File: src/rtl/skewed_operand_feeder_pkg.sv
// ---------------------------------------------------------------------------
// feeder_pkg
//   Shared types and helpers for the skewed operand feeder.
//   - feeder_state_t : frame sequencing states
//   - phase_w()      : bit width needed to count n values, never below 1
// ---------------------------------------------------------------------------
package feeder_pkg;

  typedef enum logic [1:0] {
    IDLE,
    LOAD,
    FLUSH,
    DONE
  } feeder_state_t;

  // $clog2 collapses to 0 for n<=1, which would give zero-width counters.
  function automatic int phase_w(input int n);
    if (n <= 2) return 1;
    return $clog2(n);
  endfunction

endpackage

File: src/rtl/skewed_operand_feeder_if.sv
// ---------------------------------------------------------------------------
// skewed_operand_feeder_if
//   Bundles the feeder's control, BRAM-side and array-side signals.
//   Parameters : REG_WIDTH (element bits), MATRIX_SIZE (elements per row)
//   Signals    : start, in_data/in_valid/in_ready (row input),
//                out_lanes/out_valid/out_ready (lane output),
//                compute_start, frame_done, busy (frame status)
//   Modports   : slave  - the feeder itself
//                master - whoever drives rows and consumes lanes
// ---------------------------------------------------------------------------
interface skewed_operand_feeder_if #(
  parameter int REG_WIDTH   = 16,
  parameter int MATRIX_SIZE = 4
);
  localparam int ARRAY_SIZE = 2 * MATRIX_SIZE - 1;

  logic                              start;
  logic [MATRIX_SIZE*REG_WIDTH-1:0]  in_data;
  logic                              in_valid;
  logic                              in_ready;
  logic [ARRAY_SIZE*REG_WIDTH-1:0]   out_lanes;
  logic                              out_valid;
  logic                              out_ready;
  logic                              compute_start;
  logic                              frame_done;
  logic                              busy;

  modport slave (
    input  start, in_data, in_valid, out_ready,
    output in_ready, out_lanes, out_valid, compute_start, frame_done, busy
  );

  modport master (
    output start, in_data, in_valid, out_ready,
    input  in_ready, out_lanes, out_valid, compute_start, frame_done, busy
  );

endinterface

File: src/rtl/skewed_operand_feeder_shifter.sv
// ---------------------------------------------------------------------------
// skew_lane_shifter
//   Combinational placement of one matrix row onto the array's edge lanes.
//   Element i lands on lane phase+i; every other lane is zero.
//   Build option FEEDER_MIRROR_EN: element i lands on lane
//   ARRAY_SIZE-1-(phase+i) instead (top-edge / B-operand feeder).
//   Ports:
//     row   in  MATRIX_SIZE*REG_WIDTH  element i at [i*REG_WIDTH +: REG_WIDTH]
//     phase in  PHASE_W                row index within the frame
//     lanes out ARRAY_SIZE*REG_WIDTH   lane j at [j*REG_WIDTH +: REG_WIDTH]
// ---------------------------------------------------------------------------
module skew_lane_shifter
  import feeder_pkg::*;
#(
  parameter int REG_WIDTH   = 16,
  parameter int MATRIX_SIZE = 4,
  parameter int PHASE_W     = phase_w(MATRIX_SIZE)
) (
  input  logic [MATRIX_SIZE*REG_WIDTH-1:0]     row,
  input  logic [PHASE_W-1:0]                   phase,
  output logic [(2*MATRIX_SIZE-1)*REG_WIDTH-1:0] lanes
);

  localparam int ARRAY_SIZE = 2 * MATRIX_SIZE - 1;

  // Clear every lane, then drop each element onto its skewed lane.
  // phase never exceeds MATRIX_SIZE-1, so the target lane stays in range.
  always_comb begin
    lanes = '0;
    for (int i = 0; i < MATRIX_SIZE; i++) begin
`ifdef FEEDER_MIRROR_EN
      lanes[(ARRAY_SIZE - 1 - (int'(phase) + i)) * REG_WIDTH +: REG_WIDTH] =
        row[i*REG_WIDTH +: REG_WIDTH];
`else
      lanes[(int'(phase) + i) * REG_WIDTH +: REG_WIDTH] =
        row[i*REG_WIDTH +: REG_WIDTH];
`endif
    end
  end

endmodule

File: src/rtl/skewed_operand_feeder.sv
// ---------------------------------------------------------------------------
// skewed_operand_feeder
//   Takes one MATRIX_SIZE x MATRIX_SIZE operand matrix row by row from a BRAM
//   read port and feeds it to the systolic array's edge lanes with a diagonal
//   skew (row k starts at lane k). A frame is: compute_start with the first
//   row beat, MATRIX_SIZE row beats, FLUSH_BEATS all-zero beats, then a
//   one-cycle frame_done after the last beat has been consumed.
//   Build option FEEDER_MIRROR_EN mirrors the lane mapping (see shifter).
//   Ports:
//     clk    in  rising-edge clock
//     reset  in  synchronous, active-high; abandons any frame in progress
//     bus    skewed_operand_feeder_if.slave
//            start, in_data/in_valid/in_ready, out_lanes/out_valid/out_ready,
//            compute_start, frame_done, busy
// ---------------------------------------------------------------------------
module skewed_operand_feeder
  import feeder_pkg::*;
#(
  parameter int REG_WIDTH   = 16,
  parameter int MATRIX_SIZE = 4,
  parameter int FLUSH_BEATS = MATRIX_SIZE - 1
) (
  input  logic                    clk,
  input  logic                    reset,
  skewed_operand_feeder_if.slave  bus
);

  localparam int ARRAY_SIZE = 2 * MATRIX_SIZE - 1;
  localparam int LANES_W    = ARRAY_SIZE * REG_WIDTH;
  localparam int PHASE_W    = phase_w(MATRIX_SIZE);
  localparam int FLUSH_W    = phase_w(FLUSH_BEATS + 1);

  feeder_state_t        state;
  feeder_state_t        state_nxt;
  logic [PHASE_W-1:0]   phase;
  logic [FLUSH_W-1:0]   flush_cnt;
  logic [LANES_W-1:0]   lanes_q;
  logic [LANES_W-1:0]   shifted;
  logic                 out_valid_q;
  logic                 compute_start_q;
  logic                 frame_done_q;

  logic                 can_advance;
  logic                 consume;
  logic                 in_ready_c;
  logic                 accept;
  logic                 flush_emit;
  logic                 done_fire;

  // The output register may take a new beat whenever it is empty or its
  // current beat is being consumed this cycle.
  assign can_advance = !out_valid_q || bus.out_ready;
  assign consume     = out_valid_q && bus.out_ready;

  skew_lane_shifter #(
    .REG_WIDTH   (REG_WIDTH),
    .MATRIX_SIZE (MATRIX_SIZE),
    .PHASE_W     (PHASE_W)
  ) u_shifter (
    .row   (bus.in_data),
    .phase (phase),
    .lanes (shifted)
  );

  // Next-state and per-cycle strobes. Rows are only accepted in LOAD,
  // zero beats only generated in FLUSH, and DONE waits for the last beat
  // to leave the output register before announcing the end of the frame.
  always_comb begin
    state_nxt  = state;
    in_ready_c = 1'b0;
    accept     = 1'b0;
    flush_emit = 1'b0;
    done_fire  = 1'b0;
    case (state)
      IDLE: begin
        if (bus.start) state_nxt = LOAD;
      end
      LOAD: begin
        in_ready_c = can_advance;
        accept     = can_advance && bus.in_valid;
        if (accept && int'(phase) == MATRIX_SIZE - 1)
          state_nxt = (FLUSH_BEATS == 0) ? DONE : FLUSH;
      end
      FLUSH: begin
        flush_emit = can_advance;
        if (flush_emit && int'(flush_cnt) == FLUSH_BEATS - 1)
          state_nxt = DONE;
      end
      DONE: begin
        done_fire = can_advance;
        if (done_fire) state_nxt = IDLE;
      end
      default: state_nxt = IDLE;
    endcase
  end

  // State register.
  always_ff @(posedge clk) begin
    if (reset) state <= IDLE;
    else       state <= state_nxt;
  end

  // Row phase and flush counters. Both restart whenever the feeder is idle,
  // so every frame begins at phase 0. phase sticks at its last value after
  // the final row rather than wrapping.
  always_ff @(posedge clk) begin
    if (reset) begin
      phase     <= '0;
      flush_cnt <= '0;
    end else if (state == IDLE) begin
      phase     <= '0;
      flush_cnt <= '0;
    end else begin
      if (accept && int'(phase) != MATRIX_SIZE - 1) phase <= phase + 1'b1;
      if (flush_emit) flush_cnt <= flush_cnt + 1'b1;
    end
  end

  // Output register. A new row or flush beat replaces the current one in the
  // same cycle it is consumed, giving back-to-back beats; with nothing new to
  // load, a consumed beat simply drops out_valid. Under stall everything holds.
  always_ff @(posedge clk) begin
    if (reset) begin
      lanes_q         <= '0;
      out_valid_q     <= 1'b0;
      compute_start_q <= 1'b0;
      frame_done_q    <= 1'b0;
    end else begin
      frame_done_q <= done_fire;
      if (accept) begin
        lanes_q         <= shifted;
        out_valid_q     <= 1'b1;
        compute_start_q <= (phase == '0);
      end else if (flush_emit) begin
        lanes_q         <= '0;
        out_valid_q     <= 1'b1;
        compute_start_q <= 1'b0;
      end else if (consume) begin
        out_valid_q     <= 1'b0;
        compute_start_q <= 1'b0;
      end
    end
  end

  assign bus.in_ready      = in_ready_c;
  assign bus.out_lanes     = lanes_q;
  assign bus.out_valid     = out_valid_q;
  assign bus.compute_start = compute_start_q;
  assign bus.frame_done    = frame_done_q;
  assign bus.busy          = (state != IDLE);

endmodule

File: src/flat_wrapper.sv
// flat-port wrapper written by rule: the top's interface ports become plain ports
module skewed_operand_feeder_flat import feeder_pkg::*;
#(
  parameter int REG_WIDTH   = 16,
  parameter int MATRIX_SIZE = 4,
  parameter int FLUSH_BEATS = MATRIX_SIZE - 1
)
  (clk, reset, bus_start, bus_in_data, bus_in_valid, bus_out_ready, bus_in_ready, bus_out_lanes, bus_out_valid, bus_compute_start, bus_frame_done, bus_busy);
  skewed_operand_feeder_if #(.REG_WIDTH(REG_WIDTH), .MATRIX_SIZE(MATRIX_SIZE)) bus_i ();
  input  logic clk;
  input  logic reset;
  input wire logic [$bits(bus_i.start)-1:0] bus_start;
  input wire logic [$bits(bus_i.in_data)-1:0] bus_in_data;
  input wire logic [$bits(bus_i.in_valid)-1:0] bus_in_valid;
  input wire logic [$bits(bus_i.out_ready)-1:0] bus_out_ready;
  output wire logic [$bits(bus_i.in_ready)-1:0] bus_in_ready;
  output wire logic [$bits(bus_i.out_lanes)-1:0] bus_out_lanes;
  output wire logic [$bits(bus_i.out_valid)-1:0] bus_out_valid;
  output wire logic [$bits(bus_i.compute_start)-1:0] bus_compute_start;
  output wire logic [$bits(bus_i.frame_done)-1:0] bus_frame_done;
  output wire logic [$bits(bus_i.busy)-1:0] bus_busy;
  assign bus_i.start = bus_start;
  assign bus_i.in_data = bus_in_data;
  assign bus_i.in_valid = bus_in_valid;
  assign bus_i.out_ready = bus_out_ready;
  assign bus_in_ready = bus_i.in_ready;
  assign bus_out_lanes = bus_i.out_lanes;
  assign bus_out_valid = bus_i.out_valid;
  assign bus_compute_start = bus_i.compute_start;
  assign bus_frame_done = bus_i.frame_done;
  assign bus_busy = bus_i.busy;
  skewed_operand_feeder #(.REG_WIDTH(REG_WIDTH), .MATRIX_SIZE(MATRIX_SIZE), .FLUSH_BEATS(FLUSH_BEATS)) u_core (.clk(clk), .reset(reset), .bus(bus_i));
endmodule
File: config.mk
export PLATFORM = sky130hd
export DESIGN_NAME = skewed_operand_feeder_flat
export DESIGN_NICKNAME = d
export VERILOG_FILES = /design/src/rtl/skewed_operand_feeder_pkg.sv /design/src/rtl/skewed_operand_feeder_if.sv /design/src/rtl/skewed_operand_feeder_shifter.sv /design/src/rtl/skewed_operand_feeder.sv /design/src/flat_wrapper.sv
export SDC_FILE = /design/constraint.sdc
export NUM_CORES = 1
export LEC_CHECK = 0
export CAP_MARGIN = 25
export CORE_ASPECT_RATIO = 0.5
export CORE_MARGIN = 4
export CORE_UTILIZATION = 47
export CTS_BUF_LIST = sky130_fd_sc_hd__clkbuf_2
export DETAILED_ROUTE_END_ITERATION = 8
export GPL_TIMING_DRIVEN = 0
export PLACE_DENSITY = 0.79
export SETUP_SLACK_MARGIN = 0.3
export SYNTH_ARGS = -nofsm -noshare
export SYNTH_HDL_FRONTEND = slang
export SYNTH_SLANG_ARGS = --single-unit
File: constraint.sdc
create_clock -name clk -period 2.5 [get_ports clk]
set_input_delay 0.375 -clock clk [delete_from_list [all_inputs] [get_ports clk]]
set_output_delay 0.375 -clock clk [all_outputs]
set_load 0.01 [all_outputs]
==> impl_metrics.tcl <==
set metrics [dict create \
    root_buffer "clkbuf_2" \
    synth_fp_nets 1039 \
    fin_crit_ns 2.31 \
    syn_area_per_cell_sq_um 8.15 \
    antenna_found_initial 1 \
    yosys_warnings 0 \
    hold_path_class "in -> reg" \
    synthesis.area_sq_mm 0.00780 \
    place_area_sq_mm 0.0100 \
    place.gp.congestion 0.963 \
    drt_first_pass_iters 8 \
    worst_pin_slew_ns 0.769 \
    finalSetupViolations 0 \
    status "completed" \
    cp-end-kind "flip-flop" \
    synth-seq-area-share 0.310 \
    dp.cells 1362 \
    synth-edff-count 0 \
    cp.required_ns 3.17 \
    num_vias 9629 \
    hpwl_mm 27.5 \
    synth_top_area_share 0.310 \
    die_height_microns 99.1 \
    arrival_ns 2.98 \
    drv_slew 0 \
    synth_top_area_cell "dfxtp_1" \
    port_buffers 184 \
    diodes 0 \
    highest_layer "met5" \
    hold_violations 0 \
    clk-insertion-delay-late_ns 0.72 \
    grtUsageTotal 0.372 \
    grt.overflow.total 0 \
    clock_path_buffers 2 \
    period_share 0.925 \
    grt_max_degree 17 \
    post_drt_wl_per_cell_microns 26.0 \
    synth-seq-cells 121 \
    cts_buffers 17 \
    dieArea_sq_mm 0.0189 \
    synth_cell_types 62 \
    relSlewSlack 0.487 \
    stdcell_count 1450 \
    tritoncts "done" \
    drive_gt1_frac 0.241 \
    max_freq_mhz 432 \
    htree_levels 4 \
    holdWs_ns 0.155 \
    final_area_sq_mm 0.0118 \
    fin_total_pwr_mw 6.04 \
    max_stage_delay_ns 0.42 \
    floorplan.initialDensity 0.493 \
    syn_inst 957 \
    vias_per_cell 6.64 \
    power_leakage_nw 4.29 \
    synthFlopType "dfxtp_1" \
    wirelength_met1_mm 15.1 \
    yosysMostFrequentCell "dfxtp_1" \
    rows 32 \
    cp_max_fo 7 \
    path_cells "clkinvlp_4, ha_4, buf_8, buf_16, nor4b_4, buf_4, buf_6, nand3_2, o211ai_1, a22o_1" \
    synthTopCellsByArea "dfxtp_1 (31%), nand3_1 (6.8%), a22o_1 (5.5%)" \
    drcViolationCount 0 \
    drt_iter0_drc 1606 \
    coreArea_sq_mm 0.0158 \
    ant_nets 0 \
    grt_setup_unrepaired "true" \
    area_growth_pct 50.6 \
    vdd_drop_max_v 0.000467 \
    cap_violations 0 \
    slowest_stage "dfxtp_4" \
    synth_common_cells "dfxtp_1 (121), nand3_1 (106), nand2_1 (84), a21oi_1 (68), a22o_1 (49)" \
    grt_pass1_wl_mm 54.1 \
    grt_pass1_vias 8843 \
    nNetsFinal 1299 \
    routed_wl_mm 37.7 \
    dr_wl_met3_mm 6.66 \
    die_w_microns 190 \
    clock_sinks 121 \
    power.density_mw_per_mm2 514 \
    startpoint_type "flip-flop" \
    wl_met2_mm 15.1 \
    critPathKind "reg -> reg" \
    clk_pin_slew_ns 0.20 \
    ios 186 \
    tns_ns 0 \
    finalClockSkew_ns 0.0293 \
    async_reset_ff_frac 0 \
]
## critical path: cells and delay by family (launching register included)
family / cells / cell delay (ns)
and+or+nand+nor: 2 / 0.42
AOI/OAI and AO/OA: 2 / 0.37
adders and majority gates: 1 / 0.29
DFF: 1 / 0.42
buffers and inverters: 5 / 0.76
## state kept, by name (all words and copies together) (netlist names)
signal,count
u_core.bus.frame_done,1
u_core.flush_cnt,2
u_core.phase,2
u_core.bus.out_lanes,112
u_core.state,2
u_core.bus.out_valid,1
u_core.bus.compute_start,1
## worst paths after layout
kind	start	endpoint	depth (start not counted)	slack, ns
setup / recovery	u_core.phase[1]	u_core.bus.out_lanes[34]	10	0.19
hold / removal	reset	u_core.flush_cnt[1]	2	0.16
setup reg to reg	u_core.phase[1]	u_core.bus.out_lanes[34]	10	0.19
hold reg to reg	u_core.bus.out_lanes[3]	u_core.bus.out_lanes[3]	2	0.46
## power breakdown
| group | switching (mW) | leakage [nW] | total (mW) | internal, mW |
|---|---|---|---|---|
| Combinational | 1.49 | 3.18 | 2.58 | 1.09 |
| Clock | 0.767 | 0.137 | 1.22 | 0.456 |
| Sequential | 0.122 | 0.981 | 2.24 | 2.11 |
| Total | 2.38 | 4.29 | 6.04 | 3.66 |
## routing by layer
layer | vias up | GRT usage
li1 | 4184 | -
met1 | 4505 | 0.509
met3 | 111 | 0.204
met2 | 827 | 0.520
met5 | - | 0
met4 | 2 | 0.0667
## cell families after synthesis
logic type | after synthesis | share of synthesized area
XOR/XNOR | 2 | 0.00225
multiplexers | 2 | 0.00257
adder cells (fa/ha/maj) | 13 | 0.0208
AO/OA/AOI/OAI | 374 | 0.352
buffers and inverters | 141 | 0.0912
AND/OR/NAND/NOR | 304 | 0.221
flip-flops | 121 | 0.310
## cell type report
cell class | count | area, sq um
sequential | 121 | 2440
multi-input combinational | 695 | 5290
inverter | 30 | 129
tap | 221 | 277
timing repair buffer | 241 | 2480
clock inverter | 10 | 104
clock buffer | 21 | 105
fill | 1196 | 4060
buffer | 111 | 936
## what timing repair did
item | in CTS | in global routing
pin swaps | 38 | 115
buffers inserted | 32 | 12
setup endpoints to repair | 114 | 114
hold buffers | 0 | 0
resized for setup | 119 | 132
cloned | 5 | 8
## layout by cell type (no fill, tap or decap), types with 24 or more instances in the layout
cell type,count
nand3_2,30
nand2_1,84
a21oi_1,63
a31oi_1,25
o211ai_1,32
a22oi_1,24
buf_4,40
clkbuf_2,31
a32o_1,32
clkdlybuf4s50_1,181
a22o_1,49
clkbuf_1,25
dfxtp_1,116
inv_1,26
nand3_1,76
buf_6,31
## per-stage QoR
stage                     utilization  setup WS (ns)
after floorplan                     -          0.280
after global placement          0.634         -0.231
after detailed placement        0.634         -0.223
after CTS                       0.690          0.251
after global routing            0.743          0.126
final                           0.743          0.186
Power figures use the tool's default switching activity.
